### config.mk
export PLATFORM = sky130hd
export DESIGN_NAME = exp_ctrl
export DESIGN_NICKNAME = d
export VERILOG_FILES = /design/src/rtl/exp_ctrl.sv
export SDC_FILE = /design/constraint.sdc
export NUM_CORES = 1
export LEC_CHECK = 0
export CAP_MARGIN = 20
export CORE_MARGIN = 2
export CORE_UTILIZATION = 30
export DETAILED_ROUTE_END_ITERATION = 8
export PLACE_DENSITY_LB_ADDON = 0.08
export REMOVE_ABC_BUFFERS = 1
export SLEW_MARGIN = 10
export SYNTH_ARGS = -nofsm -noshare
export SYNTH_HDL_FRONTEND = slang
export SYNTH_SLANG_ARGS = --single-unit
### constraint.sdc
create_clock -name clk -period 4 [get_ports clk]
set_input_delay 0.8 -clock clk [delete_from_list [all_inputs] [get_ports clk]]
set_output_delay 0.8 -clock clk [all_outputs]
set_load 0.03 [all_outputs]
### src/rtl/exp_ctrl.sv
// Exception/trap sequencer: accepts exceptions, interrupts and exception
// returns from the pipeline, drains/flushes it, pulses the CSR save/restore
// strobes and redirects fetch to the trap vector or to the saved mepc.
module exp_ctrl #(
  parameter logic [31:0] TRAP_VECTOR  = 32'h0000_0100,
  parameter int          DRAIN_CYCLES = 2,
  parameter logic [5:0]  IRQ_CODE     = 6'h2B
) (
  input  logic        clk,
  input  logic        reset,
  input  logic        exp_req,
  input  logic [5:0]  exp_code_req,
  input  logic [31:0] exp_pc,
  input  logic        eret_req,
  input  logic        irq,
  input  logic [31:0] irq_pc,
  input  logic        mstatus_ie,
  input  logic [31:0] mepc_in,
  output logic        save_exp,
  output logic        restore_exp,
  output logic [5:0]  exp_code,
  output logic [31:0] mepc,
  output logic        flush,
  output logic        stall,
  output logic        new_pc_en,
  output logic [31:0] new_pc,
  output logic        busy
);

  typedef enum logic [2:0] {
    S_IDLE, S_DRAIN, S_SAVE, S_VECTOR, S_RESTORE, S_RETURN
  } state_t;

  // Counter is loaded with D-1 so DRAIN lasts exactly D cycles.
  localparam logic [3:0] CNT_INIT = 4'(DRAIN_CYCLES - 1);

  state_t      state_q;
  logic [3:0]  cnt_q;
  logic [5:0]  code_q;
  logic [31:0] pc_q;

  // Sequencer: requests are only looked at in IDLE; anything arriving while
  // busy belongs to a younger instruction that is being flushed anyway.
  always_ff @(posedge clk) begin
    if (reset) begin
      state_q <= S_IDLE;
      cnt_q   <= '0;
      code_q  <= '0;
      pc_q    <= '0;
    end else begin
      case (state_q)
        S_IDLE: begin
          if (exp_req) begin
            code_q  <= exp_code_req;
            pc_q    <= exp_pc;
            cnt_q   <= CNT_INIT;
            state_q <= S_DRAIN;
          end else if (eret_req) begin
            state_q <= S_RESTORE;
          end else if (irq && mstatus_ie) begin
            code_q  <= IRQ_CODE;
            pc_q    <= irq_pc;
            cnt_q   <= CNT_INIT;
            state_q <= S_DRAIN;
          end
        end
        S_DRAIN: begin
          if (cnt_q == 4'd0) state_q <= S_SAVE;
          else               cnt_q   <= cnt_q - 4'd1;
        end
        S_SAVE:    state_q <= S_VECTOR;
        S_VECTOR:  state_q <= S_IDLE;
        S_RESTORE: state_q <= S_RETURN;
        S_RETURN:  state_q <= S_IDLE;
        default:   state_q <= S_IDLE;
      endcase
    end
  end

  // Moore output decode from the registered state; new_pc in RETURN follows
  // mepc_in live so a CSR write landing during RESTORE is honoured.
  always_comb begin
    save_exp    = 1'b0;
    restore_exp = 1'b0;
    flush       = 1'b0;
    stall       = 1'b0;
    new_pc_en   = 1'b0;
    new_pc      = '0;
    busy        = (state_q != S_IDLE);
    case (state_q)
      S_DRAIN: begin
        flush = 1'b1;
        stall = 1'b1;
      end
      S_SAVE: begin
        save_exp = 1'b1;
        flush    = 1'b1;
        stall    = 1'b1;
      end
      S_VECTOR: begin
        flush     = 1'b1;
        new_pc_en = 1'b1;
        new_pc    = TRAP_VECTOR;
      end
      S_RESTORE: begin
        restore_exp = 1'b1;
        flush       = 1'b1;
        stall       = 1'b1;
      end
      S_RETURN: begin
        flush     = 1'b1;
        new_pc_en = 1'b1;
        new_pc    = mepc_in;
      end
      default: ;
    endcase
  end

  // Captured cause/PC are held between traps; consumers qualify with save_exp.
  assign exp_code = code_q;
  assign mepc     = pc_q;

endmodule

# Word level (Yosys, flattened, before mapping)
# Cells that the tools add are included.
dict set report totals {
  regBits 45
}
dict set report op_classes {
  addsub 1
  n_eq_ne 11
  n_mux 22
  reduce_logical 12
}
# operator n
set ops {}
lappend ops {{$mux 32} 3}
lappend ops {{$pmux 32 s2} 1}
lappend ops {{$mux 6} 3}
lappend ops {{$mux 4} 4}
lappend ops {{$mux 3} 4}
lappend ops {{$pmux 3 s4} 1}
lappend ops {{$pmux 4 s2} 1}
lappend ops {{$eq 3x2->1 const B} 2}
lappend ops {{$eq 3x3->1 const B} 2}
lappend ops {{$ne 2x2->1 const B} 3}
lappend ops {{$ne 3x3->1 const B} 2}
lappend ops {{$mux 1} 5}
lappend ops {{$reduce_or 5->1} 1}
lappend ops {{$logic_not 4->1} 1}
lappend ops {{$ne 4x4->1 const B} 1}
lappend ops {{$reduce_and 4->1} 1}
lappend ops {{$reduce_bool 2->1} 2}
lappend ops {{$sub 4x1->4 const B} 1}
lappend ops {{$eq 3x1->1 const B} 1}
lappend ops {{$logic_not 3->1} 1}
lappend ops {{$reduce_and 3->1} 1}
lappend ops {{$reduce_bool 3->1} 1}
lappend ops {{$reduce_or 3->1} 1}
lappend ops {{$reduce_and 2->1} 1}
lappend ops {{other kinds (2)} 2}

# Longest topological paths before layout
dict set report logic_depth {
  word_depth 5
  depth_mapped 6
  depth_no_buf 6
}

# Least setup slack after synthesis
# Ideal clock, no wire load.
dict set report synth_path {
  path_kind {register to output}
  start {register state_q[2]}
  end {output flush}
  t_arrival_ns 1.747
  required_time_ns 3.200
  slack_ns 1.453
  stages_incl_launch_ff 5
  path_buffers 1
  path_cell_list {dfxtp_1 > buf_2 > nand2b_1 > a21boi_0 > or2_2}
}
dict set report synth_via {
  elab_chain_cells 3
  word_cells_on_any_way 7
}
# item line_no
set synth_rtl {}
lappend synth_rtl {{start: declaration} 37} ;# state_t state_q;
lappend synth_rtl {{start signal: assignment} 46} ;# state_q <= S_IDLE;
lappend synth_rtl {{start signal: assignment} 57} ;# state_q <= S_DRAIN;
lappend synth_rtl {{start signal: assignment} 59} ;# state_q <= S_RESTORE;
lappend synth_rtl {{$eq 3x3->1 (tied with other cells)} 90} ;# case (state_q)
lappend synth_rtl {{$reduce_or 5->1 (no line) *} -}
lappend synth_rtl {{$mux 1 *} 90}
lappend synth_rtl {{end: declaration} 23} ;# output logic flush,
# Mark *: on every way between the ends. The rest lies on a longest branch, timed or not.

# Worst setup path in the final report
dict set report layout_path {
  start {register state_q[2]}
  end {output new_pc[8]}
}
dict set report layout_via {
  elab_chain_cells 2
  word_cells_on_any_way 3
}
# item line_no
set layout_rtl {}
lappend layout_rtl {{$eq 3x3->1 / $eq 3x2->1 (equally long branches)} 90}
lappend layout_rtl {{$pmux 32 s2 *} 90}
lappend layout_rtl {{end: declaration} 26} ;# output logic [31:0] new_pc,
# Marked as above.

==> impl_metrics.tcl <==
set metrics [dict create \
    status "finished, final reports clean" \
    track_usage_pct 16.6 \
    worst_pin_slew_ns 0.911 \
    maxCapViolCount 0 \
    htree_levels 2 \
    worst_ep_required_time_ns 3.20 \
    synth-seq-area-share_pct 35.9 \
    crit_path_top_delay_cell "and2b_1" \
    ys_seq_elements 45 \
    layout_common_cells "clkdlybuf4s50_1 (181), dfxtp_1 (45), nor2_1 (44), a211oi_2 (33), mux2i_1 (32)" \
    ir_worst_vdd_uv 184 \
    synth_warnings 0 \
    fin_tns_setup_ns 0 \
    final_hold_viol_count 0 \
    path_clk_slew_ns 0.09 \
    crit_fanout 32 \
    synth.area.top_cells "dfxtp_1 (36%), a211oi_2 (16%), mux2i_1 (13%)" \
    clock_skew_ns 0.00654 \
    p_leak_nw 1.78 \
    yosys.cell_types.count 37 \
    drc 0 \
    path_cells "and2b_1, nand2_1, a21boi_0, clkdlybuf4s50_1" \
    hold_path_class "flop to flop" \
    routedWlPerCell_um 14.3 \
    start_util_pct 30.7 \
    antenna_left 0 \
    firstDrtPassIters 4 \
    wl_um 7680 \
    setup_violations 0 \
    max_freq_mhz 297 \
    placedCellCount 530 \
    slew_headroom_pct 39.3 \
    finalCritPeriodShare_pct 84.3 \
    rows 33 \
    cts.sinks 45 \
    syn_avg_cell_area_um2 9.51 \
    path_delay_family "simple AND/OR/NAND/NOR gates" \
    synth_top_area_share_pct 35.9 \
    drtIter0Drc 49 \
    setup.worst_path.start_class "flop" \
    die_x_um 95.5 \
    insertion_delay_ns 0.30 \
    die-area_um2 9120 \
    slowest_delay_ns 0.71 \
    layout_min_cycle_time_ns 3.37 \
    fin_cells 538 \
    cts.repair.resized 0 \
    r2r_slack_ns 1.87 \
    port_buffers 183 \
    post_cts_buffers 0 \
    syn_to_final_growth_pct 77.4 \
    grt_pass1_vias 2445 \
    drive_gt1_share_pct 12.5 \
    io_pins 184 \
    place_hpwl_um 5830 \
    cts-root-buf "clkbuf_8" \
    numCtsBuffers 5 \
    grt_max_degree 72 \
    pwr_density_cell_nw_per_um2 399 \
    layout.nets 541 \
    path_class "flop to primary output" \
    antenna_found_initial 0 \
    syn_area_um2 2510 \
    grt_setup_unrepaired "false" \
    antenna_cells 0 \
    grt_pass1_wl_um 12000 \
    die_height_um 95.5 \
    cts_tree "yes" \
    vias 2517 \
    final_max_slew_viol_count 0 \
    synth_top_cell_by_area "dfxtp_1" \
    vias_per_cell 4.68 \
    cts_hold_buf 0 \
    arrival_ns 2.57 \
    critPathBufInv 1 \
    ctsLongestPathBuffers 2 \
    syn_inst 264 \
    grt_overflow_total 0 \
    fill_cells 748 \
    critPathCaptureType "primary output" \
    gp_congestion 0.749 \
    core_area_um2 8180 \
    final_common_cell "clkdlybuf4s50_1" \
]
[stage by stage]
stage / worst slack (ns) / total power (W) / hold WS, ns / util [%] / cell area, um^2
2_1_floorplan: 0.779 / 0.00110 / 0.479 / - / 2360
3_3_place_gp: 1.03 / 0.00146 / 0.468 / 53.2 / 4350
3_5_place_dp: 1.00 / 0.00148 / 0.472 / 53.2 / 4350
4_1_cts: 0.659 / 0.00181 / 0.497 / 54.5 / 4450
5_1_grt: 0.464 / 0.00189 / 0.537 / 54.5 / 4450
6_report: 0.630 / 0.00178 / 0.495 / 54.5 / 4450
[worst register-to-register path, stage by stage, from the launching register on]
cell      delay (ns)
dfxtp_1         0.30
buf_4           0.23
nor3_4          0.36
o21a_4          0.79
nor2_1          0.15
a211oi_2        0.23
[per-layer routing]
| layer | wire length, um | track usage (%) | vias up |
|---|---|---|---|
| met3 | 461 | 4.43 | 8 |
| met4 | 90 | 4.52 | 0 |
| met1 | 3230 | 20.3 | 1148 |
| met2 | 3900 | 28.8 | 77 |
| li1 | - | - | 1284 |
| met5 | 0 | 0 | - |
[kinds of logic (layout without fill, tap and decap cells)]
group	count (synthesis)	count (layout)	synth area share, %
xor+xnor	1	1	0.349
simple gates	103	103	22.3
fa+ha+maj	1	1	0.498
buf+inv	31	200	6.83
mux	32	32	12.8
compound gates	51	51	21.4
flops	45	45	35.9
[Yosys cell counts, drive strengths merged]
cell type  instances
a21oi              5
o21a               2
a31oi              1
nand4b             1
a2111oi            1
nand3b             1
xor2               1
dfxtp             45
a21boi             2
nand2b             2
nor3              10
ha                 1
a32oi              2
inv                5
mux2i             32
and2b              1
buf               15
or2                1
and3              31
o41ai              1
or3b               1
nor4               2
nand3              2
o21ai              4
nor2              45
nand2              2
nor3b              3
a211oi            33
clkbuf            11
and3b              1
[area by class of cell]
type / count / area [um^2] / area share [%]
tap: 105 / 131 / 2.95
inverter: 5 / 18.8 / 0.421
clock buffer: 7 / 96.3 / 2.16
clock inverter: 1 / 8.76 / 0.197
multi-input combinational: 188 / 1450 / 32.5
timing repair buffer: 187 / 1850 / 41.6
sequential: 45 / 901 / 20.2
[state kept, by name, summed over array words and instances, names as in the netlist]
name / cells
mepc: 32
exp_code: 6
cnt_q: 4
state_q: 3
[where the power goes]
| group | internal [W] | total, W | switching [W] |
|---|---|---|---|
| Sequential | 0.000530 | 0.000582 | 0.0000524 |
| Clock | 0.000160 | 0.000320 | 0.000160 |
| Combinational | 0.000393 | 0.000875 | 0.000483 |
| Total | 0.00108 | 0.00178 | 0.000695 |
[worst paths after layout]
| kind | start | end | depth (start not counted) |
|---|---|---|---|
| worst max-delay path | state_q[2] | new_pc[8] | 4 |
| worst min-delay path | exp_code[4] | exp_code[4] | 2 |
| worst max register to register | state_q[0] | mepc[30] | 5 |
| worst min register to register | exp_code[4] | exp_code[4] | 2 |
(Power assumes the default switching activity.)
